## src/rtl/mpu_axis_monitor.sv

```systemverilog
// mpu_axis_monitor: threshold/hysteresis monitor for packed N-axis MPU6050 samples.
// Optional moving-average filter enabled by defining MPU_MON_FILTER_EN; without it
// each channel is judged on the raw captured sample.
//
//  state    | meaning
//  S_IDLE   | SAMPLE_READY high, waiting for a handshake
//  S_PROC   | one channel per cycle: filter, magnitude, hysteresis, dominance
//  S_UPDATE | publish LED/LEDSIGN/DOM_CH, pulse OUT_VALID, advance ring pointer
module mpu_axis_monitor #(
  parameter int WIDTH    = 16,
  parameter int CHANNELS = 3,
  parameter int AVG_LOG2 = 2,
  parameter int THRESH   = 4000,
  parameter int HYST     = 500,
  localparam int CH_W    = (CHANNELS > 1) ? $clog2(CHANNELS) : 1
) (
  input  logic                      MCLK,
  input  logic                      RESET,
  input  logic                      SAMPLE_VALID,
  input  logic [CHANNELS*WIDTH-1:0] SAMPLE_DATA,
  output logic                      SAMPLE_READY,
  output logic [CHANNELS-1:0]       LED,
  output logic                      LEDSIGN,
  output logic [CH_W-1:0]           DOM_CH,
  output logic                      OUT_VALID
);

  // Averages are carried at accumulator width so -2**(WIDTH-1) can be negated safely.
  localparam int ACC_W = WIDTH + AVG_LOG2;
  localparam logic [WIDTH-1:0] THR_ON  = WIDTH'(THRESH);
  localparam logic [WIDTH-1:0] THR_OFF = WIDTH'(THRESH - HYST);
  localparam logic signed [ACC_W-1:0] MAG_MAX = {{(AVG_LOG2+1){1'b0}}, {(WIDTH-1){1'b1}}};

  typedef enum logic [1:0] {S_IDLE, S_PROC, S_UPDATE} state_t;

  state_t                    state_q, state_d;
  logic                      armed_q, armed_d;
  logic [CH_W-1:0]           ch_q, ch_d;
  logic [CHANNELS*WIDTH-1:0] data_q, data_d;
  logic [CHANNELS-1:0]       shadow_q, shadow_d;
  logic [CHANNELS-1:0]       led_q, led_d;
  logic [WIDTH-1:0]          best_mag_q, best_mag_d;
  logic [CH_W-1:0]           best_ch_q, best_ch_d;
  logic                      best_sign_q, best_sign_d;
  logic [CH_W-1:0]           dom_q, dom_d;
  logic                      ledsign_q, ledsign_d;
  logic                      out_valid_q, out_valid_d;

  logic signed [WIDTH-1:0]   samp;
  logic signed [ACC_W-1:0]   avg_ext;
  logic signed [ACC_W-1:0]   mag_ext;
  logic [WIDTH-1:0]          mag;

`ifdef MPU_MON_FILTER_EN
  localparam int WIN = 2**AVG_LOG2;
  logic signed [WIDTH-1:0] ring_q [CHANNELS][WIN];
  logic signed [WIDTH-1:0] ring_d [CHANNELS][WIN];
  logic signed [ACC_W-1:0] sum_q  [CHANNELS];
  logic signed [ACC_W-1:0] sum_d  [CHANNELS];
  logic [AVG_LOG2-1:0]     wr_ptr_q, wr_ptr_d;
  logic signed [ACC_W-1:0] sum_new;
`endif

  // armed_q keeps READY low on the reset-release edge so no sample is taken there.
  assign SAMPLE_READY = armed_q && (state_q == S_IDLE);
  assign LED          = led_q;
  assign LEDSIGN      = ledsign_q;
  assign DOM_CH       = dom_q;
  assign OUT_VALID    = out_valid_q;

  // Next-state, per-channel datapath and output staging.
  always_comb begin
    state_d     = state_q;
    armed_d     = 1'b1;
    ch_d        = ch_q;
    data_d      = data_q;
    shadow_d    = shadow_q;
    led_d       = led_q;
    best_mag_d  = best_mag_q;
    best_ch_d   = best_ch_q;
    best_sign_d = best_sign_q;
    dom_d       = dom_q;
    ledsign_d   = ledsign_q;
    out_valid_d = 1'b0;

    samp = data_q[ch_q*WIDTH +: WIDTH];
`ifdef MPU_MON_FILTER_EN
    ring_d   = ring_q;
    sum_d    = sum_q;
    wr_ptr_d = wr_ptr_q;
    // Slot at wr_ptr holds the oldest sample of the window for this channel.
    sum_new  = sum_q[ch_q] + ACC_W'(samp) - ACC_W'(ring_q[ch_q][wr_ptr_q]);
    avg_ext  = sum_new >>> AVG_LOG2;
`else
    avg_ext  = ACC_W'(samp);
`endif
    mag_ext = avg_ext[ACC_W-1] ? -avg_ext : avg_ext;
    mag     = (mag_ext > MAG_MAX) ? MAG_MAX[WIDTH-1:0] : mag_ext[WIDTH-1:0];

    case (state_q)
      S_IDLE: begin
        if (SAMPLE_VALID && SAMPLE_READY) begin
          data_d  = SAMPLE_DATA;
          ch_d    = '0;
          state_d = S_PROC;
        end
      end
      S_PROC: begin
`ifdef MPU_MON_FILTER_EN
        sum_d[ch_q]            = sum_new;
        ring_d[ch_q][wr_ptr_q] = samp;
`endif
        if (mag >= THR_ON) begin
          shadow_d[ch_q] = 1'b1;
        end else if (mag < THR_OFF) begin
          shadow_d[ch_q] = 1'b0;
        end
        // Strictly greater wins, so ties stay with the lower channel index.
        if ((ch_q == '0) || (mag > best_mag_q)) begin
          best_mag_d  = mag;
          best_ch_d   = ch_q;
          best_sign_d = avg_ext[ACC_W-1];
        end
        if (ch_q == CH_W'(CHANNELS - 1)) begin
          state_d = S_UPDATE;
        end else begin
          ch_d = ch_q + 1'b1;
        end
      end
      S_UPDATE: begin
        led_d       = shadow_q;
        dom_d       = best_ch_q;
        ledsign_d   = best_sign_q;
        out_valid_d = 1'b1;
`ifdef MPU_MON_FILTER_EN
        wr_ptr_d    = wr_ptr_q + 1'b1;
`endif
        state_d     = S_IDLE;
      end
      default: state_d = S_IDLE;
    endcase
  end

  // Control and output registers.
  always_ff @(posedge MCLK or negedge RESET) begin
    if (!RESET) begin
      state_q     <= S_IDLE;
      armed_q     <= 1'b0;
      ch_q        <= '0;
      data_q      <= '0;
      shadow_q    <= '0;
      led_q       <= '0;
      best_mag_q  <= '0;
      best_ch_q   <= '0;
      best_sign_q <= 1'b0;
      dom_q       <= '0;
      ledsign_q   <= 1'b0;
      out_valid_q <= 1'b0;
    end else begin
      state_q     <= state_d;
      armed_q     <= armed_d;
      ch_q        <= ch_d;
      data_q      <= data_d;
      shadow_q    <= shadow_d;
      led_q       <= led_d;
      best_mag_q  <= best_mag_d;
      best_ch_q   <= best_ch_d;
      best_sign_q <= best_sign_d;
      dom_q       <= dom_d;
      ledsign_q   <= ledsign_d;
      out_valid_q <= out_valid_d;
    end
  end

`ifdef MPU_MON_FILTER_EN
  // Moving-average history, running sums and write pointer.
  always_ff @(posedge MCLK or negedge RESET) begin
    if (!RESET) begin
      for (int c = 0; c < CHANNELS; c++) begin
        sum_q[c] <= '0;
        for (int w = 0; w < WIN; w++) begin
          ring_q[c][w] <= '0;
        end
      end
      wr_ptr_q <= '0;
    end else begin
      ring_q   <= ring_d;
      sum_q    <= sum_d;
      wr_ptr_q <= wr_ptr_d;
    end
  end
`endif

endmodule

```

## config.mk

```make
export PLATFORM = sky130hd
export DESIGN_NAME = mpu_axis_monitor
export DESIGN_NICKNAME = d
export VERILOG_FILES = /design/src/rtl/mpu_axis_monitor.sv
export SDC_FILE = /design/constraint.sdc
export NUM_CORES = 1
export LEC_CHECK = 0
export CORE_MARGIN = 1.5
export CORE_UTILIZATION = 40
export CTS_CLUSTER_SIZE = 30
export DETAILED_ROUTE_END_ITERATION = 16
export MAX_ROUTING_LAYER = met4
export RECOVER_POWER = 50
export SLEW_MARGIN = 20
export SYNTH_ARGS = -nofsm -noshare
export SYNTH_HDL_FRONTEND = slang
export SYNTH_SLANG_ARGS = --single-unit
```

## constraint.sdc

```tcl
create_clock -name MCLK -period 7.1 [get_ports MCLK]
set_input_delay 1.42 -clock MCLK [delete_from_list [all_inputs] [get_ports MCLK]]
set_output_delay 1.42 -clock MCLK [all_outputs]
set_load 0.01 [all_outputs]
```

After elaboration in Yosys (flattened, before gate mapping):

Index checks and enable logic that the tools add are counted.

* bits in registers: 82
* input port bits: 51
* output and inout bits: 8
* word-level logic and storage cells: 56

* add/subtract/negate cells: 2
* order comparisons: 6
* eq/ne operators: 6
* shifts and indexed selects: 1
* mux-type cells: 13
* bitwise gates (word level): 3
* reduce and logical (&&, ||, !) cells: 13

Operator list (count)
* $shiftx A48 B7 Y16: 1
* $gt A18 B16 Y1 const B: 1
* $mux W18: 1
* $neg A16 Y18: 1
* $ge A16 B12 Y1 const B: 1
* $gt A16 B16 Y1: 1
* $lt A16 B12 Y1 const B: 1
* $mux W16: 1
* $mux W2: 4
* $pmux W2 S2: 2
* $reduce_and A2 Y1: 4
* $mux W3: 2
* $eq A2 B2 Y1 const B: 2
* $logic_not A2 Y1: 2
* $ne A2 B2 Y1 const B: 2
* $reduce_bool A2 Y1: 2
* $and A3 B3 Y3: 1
* $logic_and A1 B1 Y1: 3
* $lt A2 B3 Y1 const B: 1
* $not A3 Y3: 1
* $or A3 B3 Y3: 1
* $reduce_and A3 Y1: 1
* $add A2 B1 Y2 const B: 1
* $demux W1 S2: 1
* 5 further kinds: 6

Logic depth before layout (Yosys ltp):

Gate-level depths: netlist of run 1.

* depth after elaboration: 8
* depth in mapped cells: 21
* gate-level depth less buffers: 18

Worst setup path before layout of run 1:

Ideal clock, no wire load.

* path type: register -> register
* from: register ch_q[1]
* to: register best_ch_q[0]
* setup time: 0.125 ns
* arrival: 4.837 ns
* data required time: 6.975 ns
* setup slack: 2.138 ns
* stages on the path, launching flop included: 22
* clock period less this slack: 4.962 ns
* cell sequence: dfrtp_1 -> buf_6 -> mux2_1 -> a22oi_1 -> ha_1 -> clkbuf_1 -> o211ai_1 -> or4_4 -> o31ai_1 -> xnor2_1 -> or2_1 -> ha_1 -> a21o_1 -> a21oi_1 -> nor2b_1 -> o21ai_0 -> nand2b_1 -> a21oi_1 -> o21ai_1 -> o211ai_1 -> clkbuf_1 -> mux2_2

* word-level cells in the longest chain between the ends: 8
* elaborated cells between the ends (all ways): 9
* classes of those cells: 1 x add/sub; 2 x order compare; 1 x shift; 2 x mux; 3 x reduce/logical

Ends and longest elaborated chain
* start, declared: line 38 `logic [CH_W-1:0] ch_q, ch_d;`
* start signal, assigned: line 162 `ch_q <= ch_d;`
* $shiftx A48 B7 Y16 (*): line 86 `samp = data_q[ch_q*WIDTH +: WIDTH];`
* $neg A16 Y18: line 97 `mag_ext = avg_ext[ACC_W-1] ? -avg_ext : avg_ext;`
* $mux W18 (*): line 97
* $gt A18 B16 Y1: line 98 `mag = (mag_ext > MAG_MAX) ? MAG_MAX[WIDTH-1:0] : mag_ext[WIDTH-1:0];`
* $mux W16 (*): line 98
* named net mag[8]: line 52 `logic [WIDTH-1:0] mag;`
* $gt A16 B16 Y1 (*): line 119 `if ((ch_q == '0) || (mag > best_mag_q)) begin`
* $logic_or A1 B1 Y1 (*): line 119
* $reduce_and A2 Y1 (no line) (*)
* end signal, assigned: line 167 `best_ch_q <= best_ch_d;`
* end, declared: line 43 `logic [CH_W-1:0] best_ch_q, best_ch_d;`

The timed path passes the listed nets; every way through them passes the cells marked *.
A chain may end at the register's enable or synchronous reset.

Worst setup path in the final report of run 1:

* from: register ch_q[0]
* to: register best_mag_q[5]

* word-level cells in the longest chain between the ends: 8
* elaborated cells between the ends (all ways): 9
* classes of those cells: 1 x add/sub; 2 x order compare; 1 x shift; 2 x mux; 3 x reduce/logical

Ends and longest elaborated chain
* $shiftx A48 B7 Y16 (*): line 86
* $neg A16 Y18: line 97
* $mux W18 (*): line 97
* $gt A18 B16 Y1: line 98
* $mux W16 (*): line 98
* named net mag[8]: line 52
* $gt A16 B16 Y1 (*): line 119
* $logic_or A1 B1 Y1 (*): line 119
* $reduce_and A2 Y1 (no line) (*)
* end signal, assigned: line 166 `best_mag_q <= best_mag_d;`
* end, declared: line 42 `logic [WIDTH-1:0] best_mag_q, best_mag_d;`

Marks and branches as above.

==> results.cfg, run 1 <==
[status]
status = finished with violations
violations = max-capacitance violations, max-slew violations

[timing]
min_period_ns = 6.085
hold_viol = 0
setup_tns_ns = 0
setup_viol = 0
clock.fmax_mhz = 164.3
skew_ns = 0.006761
slew_viol_final = 83
slew_headroom_pct = -185.2
fin_crit_sh_pct = 85.70
rsz0062_at_grt = no
worstMarginPinSlew_ns = 4.278

[setup_path]
cpPeakStageDelay_ns = 0.78
critical_path_class = register to register
path_max_fanout = 23
crit_arrival_ns = 6.30
cp-start-kind = register
rr_worst_depth = 20
critPathCaptureType = register
cp_data_required_time_ns = 7.32
crit_chain = clkbuf_1 -> inv_1 -> a22oi_1 -> ha_1 -> o211ai_1 -> or4_4 -> o31ai_1 -> xnor2_1 -> or2_1 -> ha_1 -> a21o_1 -> a21oi_1 -> nor2b_1 -> o21ai_0 -> nand2b_1 -> a21oi_1 -> o21ai_1 -> o211ai_1 -> buf_4 -> mux2_2
cp_slowest_cell = o211ai_1

[yosys]
yosys_warnings = 0
yosysTopAreaCell = dfrtp_1
yosysMostFrequentCell = dfrtp_1
yosys_register_bits = 82
yosys-top-cells-area = dfrtp_1 45%, mux2_2 18%, ha_1 5.5%
synth_top_cell_area_share_pct = 45.19
synth_area_per_cell_um2 = 11.70
synthFlopType = dfrtp_1
synth_fp_nets = 459
synthArstFlopShare_pct = 100.0
synth_edf_count = 0
synthTopCellsByCount = 82 x dfrtp_1, 72 x mux2_2, 21 x inv_1
synth_cell_types = 58
yosysSeqAreaShare_pct = 45.19
syn_area_um2 = 4541
netlist_instances = 388

[global_route]
track_usage_pct = 16.91
overflow = 0
grt_pass1_wl_mm = 15.30
antenna_found_initial = 0
grt_max_degree = 83
grt_pass1_vias = 3137

[clocking]
post_cts_resized = 0
post_cts_buffers = 0
clockBufferDepth = 2
cts_tree = built
ctsHtreeMaxLevel = 3
postCtsHoldBufs = 0
cts_buffers = 9
cts_num_sinks = 82
clkTransAtPathRegs_ns = 0.06
root_buffer = clkbuf_16
clk_latency_ns = 0.34

[placement]
portBuffers = 58
gp_congestion = 0.8567
dp_hpwl_mm = 6.675
dp.cells = 572

[finish]
stdcell_count = 589
layout.nets = 515
diodes = 0
drive_gt1_share_pct = 24.05
areaGrowthSynthToFinish_pct = 22.51

[floorplan]
die_area_um2 = 12000
core_um2 = 10940
num_rows = 38
die_h_um = 109.5
ios = 59
start_util_pct = 41.52
die_width_um = 109.5

[route]
drtIter0Drc = 109
antenna_left = 0
wirelength_mm = 8.872
drc = 0
vias = 3064
first_pass_iters = 4
post_drt_wl_per_cell_um = 15.06
vias_per_cell = 5.202

[hold_path]
holdPathStages = 1
hp-class = register to register

[power]
pwr_density_cell_nw_per_um2 = 550.1
total_power_mw = 3.060
ir_drop_mv = 0.1609
power.leakage_nw = 2.321

[flow_run]
drv_cap = 1
==> report_power, final <==
group | switching, mW | internal, mW
clock | 0.186 | 0.284
combinational | 0.918 | 0.840
sequential | 0.133 | 0.699
==> cell families after synthesis <==
family	after synthesis	share of synthesized area, %
AND/OR/NAND/NOR	76	10.03
XOR/XNOR	8	1.543
multiplexers	90	21.96
buffers and inverters	41	3.775
adder cells (fa/ha/maj)	20	5.511
other	2	0.1654
flip-flops	82	45.19
AO/OA/AOI/OAI	69	11.82
==> worst paths after layout <==
check                           slack, ns           startpoint                        end
min in group asynchronous            2.59                RESET      data_q[7]$_DFFE_PN0P_
worst max register to register       1.02  ch_q[0]$_DFFE_PN0P_  best_mag_q[5]$_DFFE_PN0P_
worst min-delay path                 0.50             register                   register
worst max-delay path                 1.02  ch_q[0]$_DFFE_PN0P_  best_mag_q[5]$_DFFE_PN0P_
worst min register to register       0.50             register                   register
max in group asynchronous            2.11                RESET  best_mag_q[9]$_DFFE_PN0P_
==> stage by stage <==
| stage | area, um2 | hold slack [ns] | util [%] | setup slack [ns] |
|---|---|---|---|---|
| after global placement | 5248 | 0.4891 | 47.99 | 1.188 |
| after global routing | 5563 | 0.5129 | 50.87 | 0.3844 |
| final | 5563 | 0.4990 | 50.87 | 1.015 |
| after floorplan | 4541 | 0.4536 | - | 2.138 |
| after CTS | 5550 | 0.5036 | 50.76 | 1.096 |
| after detailed placement | 5248 | 0.4899 | 47.99 | 1.107 |
==> cell type report <==
| cell class | instances | area [um2] |
|---|---|---|
| Inverter | 21 | 78.83 |
| Timing Repair Buffer | 65 | 635.6 |
| Clock buffer | 11 | 242.7 |
| Multi-Input combinational cell | 265 | 2318 |
| Tap cell | 140 | 175.2 |
| Sequential cell | 82 | 2052 |
| Fill cell | 1014 | 5373 |
| Clock inverter | 5 | 60.06 |
==> flip-flops by register name, indices dropped and copies added (netlist names), named ones only <==
signal and cells:
state_q 2, LED 3, armed_q 1, ch_q 2, best_sign_q 1, data_q 48, best_ch_q 2, OUT_VALID 1
best_mag_q 16, DOM_CH 2, LEDSIGN 1
==> worst max-delay path: cells and delay by family (launching register included) <==
family / cells / cell delay [ns]
compound gates: 9 / 2.28
buf+inv: 3 / 1.36
simple gates: 4 / 0.87
fa+ha+maj: 2 / 0.60
flops: 1 / 0.38
mux: 1 / 0.35
xor+xnor: 1 / 0.14
==> per-layer routing <==
layer	up-vias	part of all wire (%)	track usage, %
li1	1525	-	-
met1	1478	50	23.09
met2	52	45	24.71
met3	9	3.5	3.853
met4	0	1.2	5.844
met5	-	0	-
==> placed cells by master (no fill, tap or decap), types with 5 or more instances in the layout <==
master           instances
nand2_1                 16
a31oi_1                  8
o2bb2ai_1               10
mux2_2                  72
buf_4                    5
xnor2_1                  5
nor2_1                  12
mux2i_1                 15
clkdlybuf4s50_1         57
nand3_1                  6
ha_1                    20
a21oi_1                  8
inv_1                   21
clkbuf_16                9
dfrtp_1                 82
No activity file was read; power rests on OpenSTA's default activity.
==> run 2: changes to the inputs <==
--- a/config.mk
+++ b/config.mk
@@ -6,10 +6,11 @@
 export NUM_CORES = 1
 export LEC_CHECK = 0
 export CORE_MARGIN = 1.5
-export CORE_UTILIZATION = 40
+export CORE_UTILIZATION = 50
 export CTS_CLUSTER_SIZE = 30
 export DETAILED_ROUTE_END_ITERATION = 16
 export MAX_ROUTING_LAYER = met4
+export PLACE_DENSITY = 0.73
 export RECOVER_POWER = 50
 export SLEW_MARGIN = 20
 export SYNTH_ARGS = -nofsm -noshare
==> results.cfg, run 2 (synthesis results as in run 1) <==
[finish]
final_common_cell = dfrtp_1
top_register = data_q
final_cell_mix = 82 x dfrtp_1, 72 x mux2_2, 57 x clkdlybuf4s50_1
largest_register_ffs = 48
areaGrowthSynthToFinish_pct = 18.77
fillCellCount = 748
stdcell_count = 554
drive_gt1_share_pct = 23.77
diodes = 0
layout.nets = 512

[floorplan]
num_rows = 34
die_h_um = 98.30
start_util_pct = 51.81
die_area_um2 = 9662
core_um2 = 8763
die_width_um = 98.30
ios = 59

[global_route]
grt_max_degree = 83
grt_pass1_wl_mm = 15.28
grt_pass1_vias = 3222
track_usage_pct = 20.13
overflow = 0
antenna_found_initial = 0

[timing]
setup_tns_ns = 0
slew_headroom_pct = -183.6
clock.fmax_mhz = 173.8
setup_ws_ns = 1.346
hold_viol = 0
slew_viol_final = 83
fin_crit_sh_pct = 81.04
setup_viol = 0
rsz0062_at_grt = no
min_period_ns = 5.754
skew_ns = 0.01033
hold_ws_ns = 0.5077
worstMarginPinSlew_ns = 4.254

[hold_path]
hp-class = register to register
worstHoldStart = LED[0]$_DFFE_PN0P_
holdPathStages = 1
min_to = LED[0]$_DFFE_PN0P_

[placement]
dp_hpwl_mm = 6.425
pre_cts_ws_ns = 1.415
gp_congestion = 0.8889
dp.cells = 538
portBuffers = 58

[clocking]
ctsHtreeMaxLevel = 3
clkTransAtPathRegs_ns = 0.09
cts_buffers = 9
root_buffer = clkbuf_8
clockBufferDepth = 2
post_cts_resized = 0
cts_num_sinks = 82
post_cts_buffers = 0
cts_tree = built
postCtsHoldBufs = 0
clk_latency_ns = 0.35

[setup_path]
path_max_fanout = 19
cp_data_required_time_ns = 7.33
crit_arrival_ns = 5.99
r2r_slack_ns = 1.35
cp-start-kind = register
startpoint = ch_q[1]$_DFFE_PN0P_
critPathCaptureType = register
rr_worst_depth = 20
critical_path_class = register to register
rr_startpoint = ch_q[1]$_DFFE_PN0P_
r2r-end = best_mag_q[10]$_DFFE_PN0P_

[route]
antenna_left = 0
vias_per_cell = 5.637
wirelength_mm = 8.749
dr.max_layer_used = met4
met2WireLength_mm = 4.087
wl_met3_um = 270
drtIter0Drc = 188
first_pass_iters = 4
wl_met1_mm = 4.290
drc = 0
post_drt_wl_per_cell_um = 15.79
vias = 3123

[status]
violations = max-capacitance violations, max-slew violations
status = finished with violations

[power]
pwr_density_cell_nw_per_um2 = 544.2
power.leakage_nw = 2.254
ir_drop_mv = 0.2104
total_power_mw = 2.935

[flow_run]
drv_cap = 1
-- run 2: changes by cell type in the layout (fill, tap and decap cells not counted), sizes merged --
| cell | before | now |
|---|---|---|
| clkbuf | 13 | 12 |
| clkinv | 1 | 0 |
| clkinvlp | 1 | 3 |
| inv | 23 | 22 |
| buf | 6 | 4 |
-- run 2: metrics by stage --
step	util, %	cell area (um2)
floorplan	-	4541
global placement	59.25	5192
detailed placement	59.25	5192
CTS	61.56	5395
global route	61.54	5393
finish	61.54	5393
-- run 2: worst max-delay path by stage --
stage                     depth (start not counted)                          to
final                                            20  best_mag_q[10]$_DFFE_PN0P_
after global routing                             20   best_mag_q[6]$_DFFE_PN0P_
after CTS                                        20   best_mag_q[6]$_DFFE_PN0P_
after detailed placement                         20   best_mag_q[6]$_DFFE_PN0P_
after global placement                           20   best_mag_q[9]$_DFFE_PN0P_
after floorplan                                  21    best_ch_q[0]$_DFFE_PN0P_
-- run 2: cell type report --
type                            count  area, um2  share of cell area [%]
Clock inverter                      5      61.31                   1.137
Clock buffer                       11      141.4                   2.622
Tap cell                          108      135.1                   2.506
Sequential cell                    82       2052                   38.05
Multi-Input combinational cell    265       2320                   43.02
Timing Repair Buffer               62      604.3                   11.21
Inverter                           21      78.83                   1.462
-- run 2: power by group --
| group | internal, mW | switching [mW] |
|---|---|---|
| Sequential | 0.696 | 0.153 |
| Clock | 0.174 | 0.175 |
| Combinational | 0.832 | 0.906 |
-- run 2: worst max-delay path, cell delays in order, from the launching register on --
cell and delay (ns):
dfrtp_1 0.95, nor2b_1 0.18, buf_4 0.26, a22oi_1 0.37, ha_1 0.39, o211ai_1 0.13
or4_4 0.48, o31ai_1 0.30, xnor2_1 0.13, or2_1 0.26, ha_1 0.20, a21o_1 0.15
a21oi_1 0.14, nor2b_1 0.06, o21ai_0 0.15, nand2b_1 0.07, a21oi_1 0.14, o21ai_1 0.08
o211ai_1 0.50, buf_4 0.33, mux2_2 0.36
-- run 2: per-layer routing --
metal	GRT usage (%)	vias to the layer above
li1	-	1522
met1	26.84	1529
met2	31.35	58
met3	3.293	14
met4	6.826	0
met5	-	-
==> run 3: changes to the inputs <==
--- a/config.mk
+++ b/config.mk
@@ -10,7 +10,7 @@
 export CTS_CLUSTER_SIZE = 30
 export DETAILED_ROUTE_END_ITERATION = 16
 export MAX_ROUTING_LAYER = met4
-export PLACE_DENSITY = 0.73
+export PLACE_DENSITY = 0.76
 export RECOVER_POWER = 50
 export SLEW_MARGIN = 20
 export SYNTH_ARGS = -nofsm -noshare
==> constraint.sdc (replaced) <==
create_clock -name MCLK -period 5.2 [get_ports MCLK]
set_input_delay 1.04 -clock MCLK [delete_from_list [all_inputs] [get_ports MCLK]]
set_output_delay 1.04 -clock MCLK [all_outputs]
set_load 0.01 [all_outputs]
==> results.cfg, run 3 (synthesis results as in run 1) <==
[timing]
slew_headroom_pct = -135.1
slew_viol_final = 83
worstMarginPinSlew_ns = 3.527
skew_ns = 0.01134
fin_crit_sh_pct = 92.25
hold_viol = 0
clock.fmax_mhz = 208.5
setup_viol = 0
setup_tns_ns = 0
setup_ws_ns = 0.4032
min_period_ns = 4.797
rsz0062_at_grt = no

[route]
drtIter0Drc = 118
post_drt_wl_per_cell_um = 16.04
antenna_left = 0
drc = 0
vias_per_cell = 5.680
wirelength_mm = 8.984
vias = 3181
first_pass_iters = 4

[finish]
top_register = data_q
largest_register_ffs = 48
stdcell_count = 560
layout.nets = 519
final_cell_mix = 82 x dfrtp_1, 72 x mux2_2, 57 x clkdlybuf4s50_1
diodes = 0
areaGrowthSynthToFinish_pct = 20.34
drive_gt1_share_pct = 25.00
fillCellCount = 701
final_common_cell = dfrtp_1

[setup_path]
cp_slowest_cell = dfrtp_1
crit_chain = buf_6 -> nor2b_1 -> buf_4 -> o2bb2ai_1 -> nor4_2 -> buf_4 -> nand3_2 -> or2_1 -> o211ai_1 -> ha_1 -> nor2b_1 -> o21a_1 -> o21a_1 -> o21a_1 -> o21a_1 -> o211ai_1 -> a211oi_1 -> o211ai_1 -> buf_4 -> mux2_2
cp-start-kind = register
cp_data_required_time_ns = 5.43
rr_startpoint = ch_q[1]$_DFFE_PN0P_
path_common_cell = o21a_1
r2r_slack_ns = 0.40
path_max_fanout = 19
crit_family = compound AO/OA/AOI/OAI gates
cpPeakStageDelay_ns = 0.41
critPathCaptureType = register
startpoint = ch_q[1]$_DFFE_PN0P_
critical_path_class = register to register
crit_arrival_ns = 5.03
cp_num_buf_inv = 4

[power]
p_sw_share_pct = 41.12
p_int_mw = 2.407
seqPwrFrac_pct = 27.4
power.leakage_nw = 2.307
power_frac_comb_pct = 60.5
clock_power_share_pct = 12.1
ir_drop_mv = 0.2699
pwr_density_cell_nw_per_um2 = 748.3
switching_power_mw = 1.681

[floorplan]
core_um2 = 8763
die_area_um2 = 9662
num_rows = 34
die_width_um = 98.30
die_h_um = 98.30
ios = 59
start_util_pct = 51.81

[clocking]
cts_tree = built
clkTransAtPathRegs_ns = 0.08
clockBufferDepth = 2
clk_latency_ns = 0.35
ctsHtreeMaxLevel = 3
cts_buffers = 9
postCtsHoldBufs = 0
cts_num_sinks = 82
root_buffer = clkbuf_8

[global_route]
overflow = 0
grt_use_met2_pct = 33.03
track_usage_pct = 20.34
antenna_found_initial = 0
grt_pass1_wl_mm = 15.36
grt_busiest_layer = met2
use_met3_pct = 3.006
grt_pass1_vias = 3242
gr-usage-met1_pct = 26.08
grt_max_degree = 83

[placement]
dp.cells = 543
pre_cts_ws_ns = 0.2643
gp_congestion = 0.9112
dp_hpwl_mm = 6.637
portBuffers = 58

[hold_path]
hp-class = register to register

[status]
violations = max-capacitance violations, max-slew violations
status = finished with violations

[flow_run]
drv_cap = 1
-- run 3: repair_timing --
action | CTS | global route
setup endpoints to repair | 0 | 17
setup buffers | 0 | 2
resized for setup | 0 | 2
-- run 3: worst paths after layout --
path	to	cells past startpoint
max	best_mag_q[9]$_DFFE_PN0P_	20
min	register	1
max reg2reg	best_mag_q[9]$_DFFE_PN0P_	20
min reg2reg	register	1
max in group asynchronous	data_q[18]$_DFFE_PN0P_	1
min in group asynchronous	data_q[12]$_DFFE_PN0P_	1
-- run 3: layout make-up --
type | instances | area, um2 | area share, %
well taps | 108 | 135.1 | 2.473
multi-input cells | 265 | 2326 | 42.57
repair buffers | 69 | 665.6 | 12.18
clock inverters | 5 | 78.83 | 1.443
flip-flops and latches | 82 | 2052 | 37.55
inverters | 21 | 78.83 | 1.443
clock buffers | 10 | 127.6 | 2.336
-- run 3: metrics by stage --
stage | utilization [%] | hold WS, ns | cell area (um2) | power, mW
after floorplan | - | 0.4536 | 4541 | 2.966
after global placement | 59.68 | 0.4735 | 5230 | 3.494
after detailed placement | 59.68 | 0.4819 | 5230 | 3.575
after CTS | 62.04 | 0.5022 | 5436 | 4.084
after global routing | 62.35 | 0.5203 | 5464 | 4.450
final | 62.35 | 0.4961 | 5464 | 4.088
-- run 3: routing by layer --
layer,wire (um),part of all wire [%]
met5,0,0
met4,90,1.0
met3,358,4.0
met2,4491,50
met1,4044,45
-- run 3: worst reg2reg max path, delay by kind of cell, from the launching register on --
kind | cells | cell delay, ns
AO/OA/AOI/OAI | 9 | 1.58
multiplexers | 1 | 0.35
AND/OR/NAND/NOR | 5 | 1.10
flip-flops | 1 | 0.41
buffers and inverters | 4 | 0.93
adder cells (fa/ha/maj) | 1 | 0.30
-- run 3: power by group through the flow --
stage / registers (mW) / logic (mW) / clock network [mW]
final: 1.12 / 2.47 / 0.495
after floorplan: 1.09 / 1.87 / 0
after CTS: 1.12 / 2.45 / 0.509
after global placement: 1.12 / 2.37 / 0
after detailed placement: 1.14 / 2.44 / 0
after global routing: 1.16 / 2.76 / 0.533
